**src/rtl/riscv_ctrl_pkg.sv**
```systemverilog
// Shared encodings for the multi-cycle RV32I control path.
// Provides the FSM state enum, the opcode constants of the supported
// subset, the ALU operation codes and the select encodings of the
// datapath muxes (ALU operand A/B, immediate format, result source).
package riscv_ctrl_pkg;

    typedef enum logic [3:0] {
        S_FETCH,
        S_DECODE,
        S_MEMADR,
        S_MEMRD,
        S_MEMWB,
        S_MEMWR,
        S_EXEC_R,
        S_EXEC_I,
        S_ALUWB,
        S_BRANCH,
        S_JAL,
        S_TRAP
    } state_t;

    // Opcodes of the supported subset
    localparam logic [6:0] OP_LOAD   = 7'b0000011;
    localparam logic [6:0] OP_STORE  = 7'b0100011;
    localparam logic [6:0] OP_R      = 7'b0110011;
    localparam logic [6:0] OP_I      = 7'b0010011;
    localparam logic [6:0] OP_BRANCH = 7'b1100011;
    localparam logic [6:0] OP_JAL    = 7'b1101111;

    // ALU operation codes
    localparam logic [2:0] ALU_ADD = 3'b000;
    localparam logic [2:0] ALU_SUB = 3'b001;
    localparam logic [2:0] ALU_AND = 3'b010;
    localparam logic [2:0] ALU_OR  = 3'b011;
    localparam logic [2:0] ALU_SLT = 3'b101;

    // ALU operand A select
    localparam logic [1:0] SRCA_PC    = 2'b00;
    localparam logic [1:0] SRCA_OLDPC = 2'b01;
    localparam logic [1:0] SRCA_REG   = 2'b10;

    // ALU operand B select
    localparam logic [1:0] SRCB_REG  = 2'b00;
    localparam logic [1:0] SRCB_IMM  = 2'b01;
    localparam logic [1:0] SRCB_FOUR = 2'b10;

    // Immediate format select
    localparam logic [1:0] IMM_I = 2'b00;
    localparam logic [1:0] IMM_S = 2'b01;
    localparam logic [1:0] IMM_B = 2'b10;
    localparam logic [1:0] IMM_J = 2'b11;

    // Register-file write-data select
    localparam logic [1:0] RES_ALUOUT = 2'b00;
    localparam logic [1:0] RES_MEM    = 2'b01;
    localparam logic [1:0] RES_ALU    = 2'b10;

endpackage

```
**src/rtl/alu_decoder.sv**
```systemverilog
// ALU operation decoder for register-register and register-immediate
// arithmetic instructions.
// Ports:
//   is_r     in  1 : 1 = R-type (funct7_5 significant), 0 = I-type
//   funct3   in  3 : instruction funct3 field
//   funct7_5 in  1 : instruction bit 30
//   alu_op   out 3 : ALU operation code (ALU_ADD when not legal)
//   legal    out 1 : combination belongs to the supported subset
module alu_decoder
    import riscv_ctrl_pkg::*;
(
    input  logic       is_r,
    input  logic [2:0] funct3,
    input  logic       funct7_5,
    output logic [2:0] alu_op,
    output logic       legal
);

    // funct7_5 only selects sub for R-type; any other R-type use of it is
    // illegal, while I-type ignores it (it is part of the immediate).
    logic w_r_alt;
    assign w_r_alt = is_r & funct7_5;

    always_comb begin
        alu_op = ALU_ADD;
        legal  = 1'b0;
        case (funct3)
            3'b000: begin
                alu_op = w_r_alt ? ALU_SUB : ALU_ADD;
                legal  = 1'b1;
            end
            3'b010: begin
                if (!w_r_alt) begin
                    alu_op = ALU_SLT;
                    legal  = 1'b1;
                end
            end
            3'b110: begin
                if (!w_r_alt) begin
                    alu_op = ALU_OR;
                    legal  = 1'b1;
                end
            end
            3'b111: begin
                if (!w_r_alt) begin
                    alu_op = ALU_AND;
                    legal  = 1'b1;
                end
            end
            default: ;
        endcase
    end

endmodule

```
**src/rtl/mc_ctrl.sv**
```systemverilog
// Multi-cycle control FSM for a shared RV32I datapath (single ALU,
// unified memory, PC/IR/ALU-out registers).
// Ports:
//   clk, rst_n                    : clock, async active-low reset
//   opcode, funct3, funct7_5      : fields of the instruction register
//   zero                          : ALU zero flag (branch compare)
//   mem_ready                     : memory completes current request
//   alu_op, alu_src_a, alu_src_b  : ALU operation and operand selects
//   imm_sel, result_src           : immediate format, write-data select
//   pc_src, adr_src               : next-PC source, memory address source
//   pc_we, ir_we, reg_we          : register write enables
//   mem_req, mem_we               : memory request / write
//   instr_done                    : pulse on the last cycle of an instruction
//   illegal                       : trap flag, held until reset
// Memory handshake: mem_req (and mem_we for stores) is asserted and held
// stable in the request state until the cycle where mem_ready is high;
// that cycle completes the transfer. mem_ready outside a request state is
// ignored.
module mc_ctrl
    import riscv_ctrl_pkg::*;
(
    input  logic       clk,
    input  logic       rst_n,
    input  logic [6:0] opcode,
    input  logic [2:0] funct3,
    input  logic       funct7_5,
    input  logic       zero,
    input  logic       mem_ready,
    output logic [2:0] alu_op,
    output logic [1:0] alu_src_a,
    output logic [1:0] alu_src_b,
    output logic [1:0] imm_sel,
    output logic [1:0] result_src,
    output logic       pc_src,
    output logic       adr_src,
    output logic       pc_we,
    output logic       ir_we,
    output logic       reg_we,
    output logic       mem_req,
    output logic       mem_we,
    output logic       instr_done,
    output logic       illegal
);

    state_t     r_state;
    state_t     w_next;

    logic [2:0] w_dec_op;
    logic       w_dec_legal;

    logic [2:0] w_alu_op;
    logic [1:0] w_src_a, w_src_b, w_imm, w_res;
    logic       w_pc_src, w_adr_src, w_pc_we, w_ir_we, w_reg_we;
    logic       w_mem_req, w_mem_we, w_done, w_illegal;

    alu_decoder u_alu_decoder (
        .is_r     (r_state == S_EXEC_R),
        .funct3   (funct3),
        .funct7_5 (funct7_5),
        .alu_op   (w_dec_op),
        .legal    (w_dec_legal)
    );

    always_comb begin
        w_next    = r_state;
        w_alu_op  = ALU_ADD;
        w_src_a   = SRCA_PC;
        w_src_b   = SRCB_REG;
        w_imm     = IMM_I;
        w_res     = RES_ALUOUT;
        w_pc_src  = 1'b0;
        w_adr_src = 1'b0;
        w_pc_we   = 1'b0;
        w_ir_we   = 1'b0;
        w_reg_we  = 1'b0;
        w_mem_req = 1'b0;
        w_mem_we  = 1'b0;
        w_illegal = 1'b0;
        case (r_state)
            S_FETCH: begin
                w_mem_req = 1'b1;
                w_src_b   = SRCB_FOUR;
                if (mem_ready) begin
                    w_ir_we = 1'b1;
                    w_pc_we = 1'b1;
                    w_next  = S_DECODE;
                end
            end
            S_DECODE: begin
                // Branch/jump target is computed speculatively into ALU-out
                w_src_a = SRCA_OLDPC;
                w_src_b = SRCB_IMM;
                w_imm   = (opcode == OP_JAL) ? IMM_J : IMM_B;
                case (opcode)
                    OP_LOAD, OP_STORE: w_next = S_MEMADR;
                    OP_R:              w_next = S_EXEC_R;
                    OP_I:              w_next = S_EXEC_I;
                    OP_BRANCH:         w_next = S_BRANCH;
                    OP_JAL:            w_next = S_JAL;
                    default:           w_next = S_TRAP;
                endcase
            end
            S_MEMADR: begin
                w_src_a = SRCA_REG;
                w_src_b = SRCB_IMM;
                w_imm   = (opcode == OP_STORE) ? IMM_S : IMM_I;
                w_next  = (opcode == OP_STORE) ? S_MEMWR : S_MEMRD;
            end
            S_MEMRD: begin
                w_mem_req = 1'b1;
                w_adr_src = 1'b1;
                if (mem_ready) w_next = S_MEMWB;
            end
            S_MEMWB: begin
                w_res    = RES_MEM;
                w_reg_we = 1'b1;
                w_next   = S_FETCH;
            end
            S_MEMWR: begin
                w_mem_req = 1'b1;
                w_mem_we  = 1'b1;
                w_adr_src = 1'b1;
                if (mem_ready) w_next = S_FETCH;
            end
            S_EXEC_R, S_EXEC_I: begin
                w_src_a  = SRCA_REG;
                w_src_b  = (r_state == S_EXEC_R) ? SRCB_REG : SRCB_IMM;
                w_alu_op = w_dec_op;
                w_next   = w_dec_legal ? S_ALUWB : S_TRAP;
            end
            S_ALUWB: begin
                w_res    = RES_ALUOUT;
                w_reg_we = 1'b1;
                w_next   = S_FETCH;
            end
            S_BRANCH: begin
                if (funct3 != 3'b000) begin
                    w_next = S_TRAP;
                end else begin
                    w_src_a  = SRCA_REG;
                    w_src_b  = SRCB_REG;
                    w_alu_op = ALU_SUB;
                    w_pc_src = 1'b1;
                    w_pc_we  = zero;
                    w_next   = S_FETCH;
                end
            end
            S_JAL: begin
                // Link value PC+4 comes live from the ALU; target sits in ALU-out
                w_src_a  = SRCA_OLDPC;
                w_src_b  = SRCB_FOUR;
                w_res    = RES_ALU;
                w_reg_we = 1'b1;
                w_pc_we  = 1'b1;
                w_pc_src = 1'b1;
                w_next   = S_FETCH;
            end
            S_TRAP: begin
                w_illegal = 1'b1;
            end
            default: w_next = S_TRAP;
        endcase
    end

    assign w_done = (w_next == S_FETCH) && (r_state != S_FETCH);

    always_ff @(posedge clk or negedge rst_n) begin
        if (!rst_n) r_state <= S_FETCH;
        else        r_state <= w_next;
    end

    // Outputs are forced low for the whole reset interval, clock or not
    assign alu_op     = rst_n ? w_alu_op  : 3'b000;
    assign alu_src_a  = rst_n ? w_src_a   : 2'b00;
    assign alu_src_b  = rst_n ? w_src_b   : 2'b00;
    assign imm_sel    = rst_n ? w_imm     : 2'b00;
    assign result_src = rst_n ? w_res     : 2'b00;
    assign pc_src     = rst_n & w_pc_src;
    assign adr_src    = rst_n & w_adr_src;
    assign pc_we      = rst_n & w_pc_we;
    assign ir_we      = rst_n & w_ir_we;
    assign reg_we     = rst_n & w_reg_we;
    assign mem_req    = rst_n & w_mem_req;
    assign mem_we     = rst_n & w_mem_we;
    assign instr_done = rst_n & w_done;
    assign illegal    = rst_n & w_illegal;

endmodule
```
**config.mk**
```make
export PLATFORM = sky130hd
export DESIGN_NAME = mc_ctrl
export DESIGN_NICKNAME = d
export VERILOG_FILES = /design/src/rtl/riscv_ctrl_pkg.sv /design/src/rtl/alu_decoder.sv /design/src/rtl/mc_ctrl.sv
export SDC_FILE = /design/constraint.sdc
export NUM_CORES = 1
export LEC_CHECK = 0
export CAP_MARGIN = 10
export CELL_PAD_IN_SITES_DETAIL_PLACEMENT = 1
export CELL_PAD_IN_SITES_GLOBAL_PLACEMENT = 2
export CORE_MARGIN = 5
export CORE_UTILIZATION = 30
export CTS_BUF_LIST = sky130_fd_sc_hd__clkbuf_8
export DETAILED_ROUTE_END_ITERATION = 10
export DONT_BUFFER_PORTS = 1
export GPL_TIMING_DRIVEN = 0
export PLACE_DENSITY_LB_ADDON = 0.1
export REMOVE_ABC_BUFFERS = 1
export SYNTH_ARGS = -nofsm -noshare
export SYNTH_HDL_FRONTEND = slang
export SYNTH_SLANG_ARGS = --single-unit
export TNS_END_PERCENT = 100
```
**constraint.sdc**
```tcl
create_clock -name clk -period 1.88 [get_ports clk]
set_input_delay 0.376 -clock clk [delete_from_list [all_inputs] [get_ports clk]]
set_output_delay 0.376 -clock clk [all_outputs]
set_load 0.01 [all_outputs]
```
; Word-level counts from Yosys, hierarchy flattened
; Index checks and enable logic that the tools add are counted.
[classes]
eq_ne = 20
n_mux = 41
bitwise = 10
n_reduce_logical = 16
[op_table]
columns = operator, n
row1 = case mux 4 bit (9 select lines), 1
row2 = case mux 4 bit (5 select lines), 1
row3 = "equality test 4 x 3 -> 1 bit, second input constant", 4
row4 = "equality test 4 bit, second input constant", 4
row5 = two-way mux 2 bit, 8
row6 = two-way mux 4 bit, 4
row7 = two-way mux 1 bit, 15
row8 = "equality test 7 x 6 -> 1 bit, second input constant", 2
row9 = "equality test 7 bit, second input constant", 2
row10 = case mux 2 bit (3 select lines), 2
row11 = case mux 3 bit (4 select lines), 1
row12 = OR reduction 2 bit, 6
row13 = OR reduction 3 bit, 4
row14 = AND 1 bit, 10
row15 = two-way mux 3 bit, 3
row16 = "equality test 4 x 2 -> 1 bit, second input constant", 2
row17 = logical NOT 4 bit, 2
row18 = case mux 2 bit (2 select lines), 2
row19 = "equality test 7 x 2 -> 1 bit, second input constant", 1
row20 = "equality test 7 x 5 -> 1 bit, second input constant", 1
row21 = "equality test 3 bit, second input constant", 2
row22 = case mux 3 bit (2 select lines), 1
row23 = "equality test 4 x 1 -> 1 bit, second input constant", 1
row24 = case mux 1 bit (2 select lines), 2
row25 = 6 further kinds, 6
[word_totals]
elab_cells = 88
output_inout_bits = 20
in_bits = 15
regBits = 4

; Depth between registers and ports, before layout
[logic_depth]
ltp_word = 9
mapped_depth = 6
ltp_nobuf = 5

; Hierarchy
; A second synthesis with hierarchy kept.
[unflattened]
cells_unflattened = 110
area_unflattened_um2 = 748.2
[by_module_without_submodules]
columns = mod, cells_per_inst, instances, seq_area_each_um2, area_each_um2
row1 = mc_ctrl, 101, 1, 100.1, 681.9
row2 = alu_decoder, 9, 1, 0.0, 66.3

; Least setup slack after synthesis
; OpenSTA, ideal clock, no wires.
[synth_path]
kind = register -> output
from = register r_state[1]
to = output port instr_done
arrival_ns = 1.364
stages_incl_launch_ff = 7
path_buffers = 1
required_time_ns = 1.504
setup_slack_ns = 0.140
cell_sequence = dfrtp_1 -> buf_6 -> nor2b_4 -> and3_1 -> a21oi_1 -> o22ai_1 -> nor4_2
[synth_between]
elab_cells_between_ends = 26
cone_classes = 11 x eq/ne / 7 x mux / 2 x bitwise / 6 x reduce/logical
[synth_rtl]
columns = item, line
row1 = from (decl), mc_ctrl.sv:45  ; state_t r_state;
row2 = from (signal assigned), mc_ctrl.sv:169  ; else r_state <= w_next;
row3 = equality test 4 bit / equality test 4 x 3 -> 1 bit (equally long branches), mc_ctrl.sv:79  ; case (r_state)
row4 = OR reduction 3 bit (no source line) / OR reduction 2 bit (equally long branches), n/a
row5 = case mux 4 bit (9 select lines) (*), mc_ctrl.sv:79
row6 = net w_next[2], mc_ctrl.sv:46  ; state_t w_next;
row7 = logical NOT 4 bit (*), mc_ctrl.sv:165  ; assign w_done = (w_next == S_FETCH) && (r_state != S_FETCH);
row8 = logical AND 1 bit (*), mc_ctrl.sv:165
row9 = AND 1 bit (*), mc_ctrl.sv:185  ; assign instr_done = rst_n & w_done;
row10 = to (decl), mc_ctrl.sv:41  ; output logic instr_done,
; Mark *: on every way through the listed nets, which the timed path passes. The rest lies on a longest branch.

; Worst setup path after layout
[layout_path]
from = register r_state[3]
to = output port instr_done
; Same word-level chain as after synthesis.

==> results.md <==
- Port Buffers: 0
- Netlist Area Pre-Place: 706.9 sq um
- Die height: around 59 um
- TritonCTS clock tree: built
- Synth Area in Simple Gates: between 50 and 60%
- Worst-Margin Slew: approximately 640 ps
- Worst-path clk slew: 30 ps
- Yosys reg bits: 4
- Yosys warning total: 0
- Leak pwr: around 0.44 nW
- Final GP Congestion: around 0.73
- Final net count: between 100 and 150
- Fmax achieved: 0.4909 GHz
- Vias in the first global route: 880
- Hold Startpoint: opcode[0]
- Clock buffer depth: 2
- Layout cell share with drive strength beyond 1: between 30% and 40%
- Worst Setup End Kind: output port
- Seq/Total Area, Yosys: 14.16%
- Setup CP Type: flop to output port
- Largest net degree at the start of global routing: 15
- Area grow syn2layout: 48.32%
- Hold path endpoint: r_state[2]$_DFF_PN0_
- Total Wirelength: approximately 2.6 mm
- Largest regs: r_state x4
- Mapped Avg Cell Area: roughly 6.7 sq um
- R2R Setup Slk: about 480 ps
- Rows: 17
- Clk root buf: clkbuf_8
- # diodes: 0
- WP data arrival: approximately 1700 ps
- TritonCTS Buffers: 3
- CTS sink count: 4
- Routed vias/inst: between 5 and 6
- Most frequent cells in the layout: buf_4 (15), nand2_1 (13), a21oi_1 (8), nor2_1 (8)
- Core Area: approximately 0.0022 sq mm
- Worst reg2reg endpoint: r_state[2]$_DFF_PN0_
- Tmin final: roughly 2000 ps
- Clk_skew: 2.450 ps
- Grt ovf: 0
- Max reg flops: 4
- Drt wl/cell: around 17 um
- First-pass GRT wire length: between 4 and 5 mm
- HPWL Detailed: around 1.8 mm
- H-Tree Depth: 1
- All-Layer GR Usage: ~15%
- Dpl cells: between 100 and 150
- Fill cells: roughly 280
- Final Cycle Share: 108.4%
- FF-to-FF Start: r_state[2]$_DFF_PN0_
- Maximum vdd drop: between 0.6 and 0.7 mV
- Number of antenna violations at the first check in global routing: 0
- Post-Syn Instances: between 100 and 150
- Total number of vias: around 860
- Die ar.: approximately 0.0034 sq mm
- Synth Area in Adders: 0%
- Mux contribution to synthesized area: about 1.4%
- Required time worst endpoint: around 1500 ps
- Final setup viols: 5
- Run status: complete, but fails checks
- RSZ-0062 raised after global routing: true
- Max Cap Viol: 0
- Post-DRT Antenna Nets: 0
- CP Launch Type: flop
- Largest family of logic cells by synthesized area: simple AND/OR/NAND/NOR gates
- Starting Density: 31.65%
- Compound-Gate Fraction of Synth Area: between 20% and 30%
- Failing checks: setup timing
- XOR/XNOR Fraction of Synth Area: 2.478%
- Commonest non-fill, non-tap cell in the layout: buf_4
- Worst slew margin: a little under three fifths
- Worst Hold Class: primary input to flop
- CP Max Fanout: 4
- Distinct cell type count after synthesis: 43
- DR iter-0 viols: 8
- PwrDens: approximately 1500 mW/mm^2
- Worst reg-to-reg path cell count: 6
- DRT Pass-1 Iters: 4
- Final Hold Viols: 0
- DRC viols: 0
- Clock network latency to the later pin of the worst-skew pair: roughly 210 ps
- Pins Over Slew Limit: 0
- Setup TNS: -466.1 ps
- Io pins: 35
- Setup ws final: -157.3 ps
- Hold path depth: 2
- Die width: approximately 60 um
- Fin cells: between 150 and 200
- Biggest register: r_state
-- layer usage --
layer / GRT usage [%] / wire length, um / vias to the layer above
met1: 17.35 / 1048 / 409
met4: 3.974 / 12 / 0
li1: - / - / 424
met2: 25.68 / 1355 / 22
met3: 5.482 / 172 / 2
met5: 0 / 0 / -
-- power by group --
part | switching [W] | leakage (nW) | internal [W]
Clock | 0.0000384 | 0.0216 | 0.000136
Sequential | 0.0000937 | 0.0444 | 0.000142
Combinational | 0.000638 | 0.370 | 0.000541
-- worst max-delay path, stage by stage (launching register included) --
cell     delay (ps)
dfrtp_2         380
buf_6           120
buf_6           100
and2b_2         170
a21oi_1          70
o211a_1         280
nor4_4          320
-- cell type report --
cell class	count	area [sq um]	share of cell area (%)
Multi-Input combinational cell	89	659.4	62.89
Timing Repair Buffer	21	178.9	17.06
Clock buffer	3	41.29	3.938
Tap cell	28	35.03	3.341
Inverter	7	26.28	2.506
Sequential cell	4	107.6	10.26
-- worst max path at each step --
stage | to | startpoint | slack [ps]
2_1_floorplan | instr_done | r_state[1]$_DFF_PN0_ | -4
3_3_place_gp | alu_op[0] | r_state[1]$_DFF_PN0_ | -310
3_5_place_dp | alu_op[0] | r_state[1]$_DFF_PN0_ | -310
4_1_cts | instr_done | r_state[2]$_DFF_PN0_ | -150
5_1_grt | alu_op[0] | r_state[3]$_DFF_PN0_ | -230
6_report | instr_done | r_state[3]$_DFF_PN0_ | -160
-- through the flow --
stage | utilization [%] | hold slack, ps | cell area [sq um] | setup WS, ps | total power, W
floorplan | - | 80.41 | 666.9 | -3.948 | 0.0007864
global placement | 31.43 | 80.99 | 701.9 | -309.7 | 0.0009569
detailed placement | 31.43 | 80.98 | 701.9 | -308.9 | 0.0009601
CTS | 41.51 | 434.4 | 927.1 | -145.8 | 0.001417
global route | 46.95 | 437.9 | 1049 | -226.3 | 0.001717
finish | 46.95 | 425.1 | 1049 | -157.3 | 0.001589
-- cell usage after synthesis, drive strengths merged --
master,number,area (sq um)
a211oi,1,7.510
a21o,1,7.510
a21oi,8,40.04
a22oi,1,7.510
a31oi,2,12.51
and2b,2,15.01
and3,5,31.28
and4,2,17.52
and4b,1,10.01
buf,5,36.28
clkbuf,1,3.750
dfrtp,4,100.1
inv,7,26.27
mux2i,1,10.01
nand2,14,52.55
nand2b,3,18.77
nand3,6,30.03
nand3b,1,7.510
nand4,4,25.02
nor2,11,46.29
nor2b,2,20.02
nor3,9,56.31
nor3b,1,7.510
nor4,2,18.77
o2111a,1,11.26
o2111ai,1,8.760
o211a,1,10.01
o21ai,2,13.76
o21bai,1,7.510
o22ai,1,6.260
o31ai,1,7.510
o32ai,1,8.760
or2b,1,7.510
xnor2,1,8.760
xor2,1,8.760
-- repair_timing --
item,in CTS,in global routing
setup endpoints to repair,14,13
pin swaps,8,11
gates resized for setup,19,14
hold buffers,1,0
hold endpoints to repair,4,0
setup buffers,13,7
-- cell families after synthesis --
logic type	count (synthesis)
XOR/XNOR	2
buffers and inverters	13
AND/OR/NAND/NOR	64
flip-flops	4
AO/OA/AOI/OAI	22
multiplexers	1
Note: power is estimated with default switching activity, not from simulation.
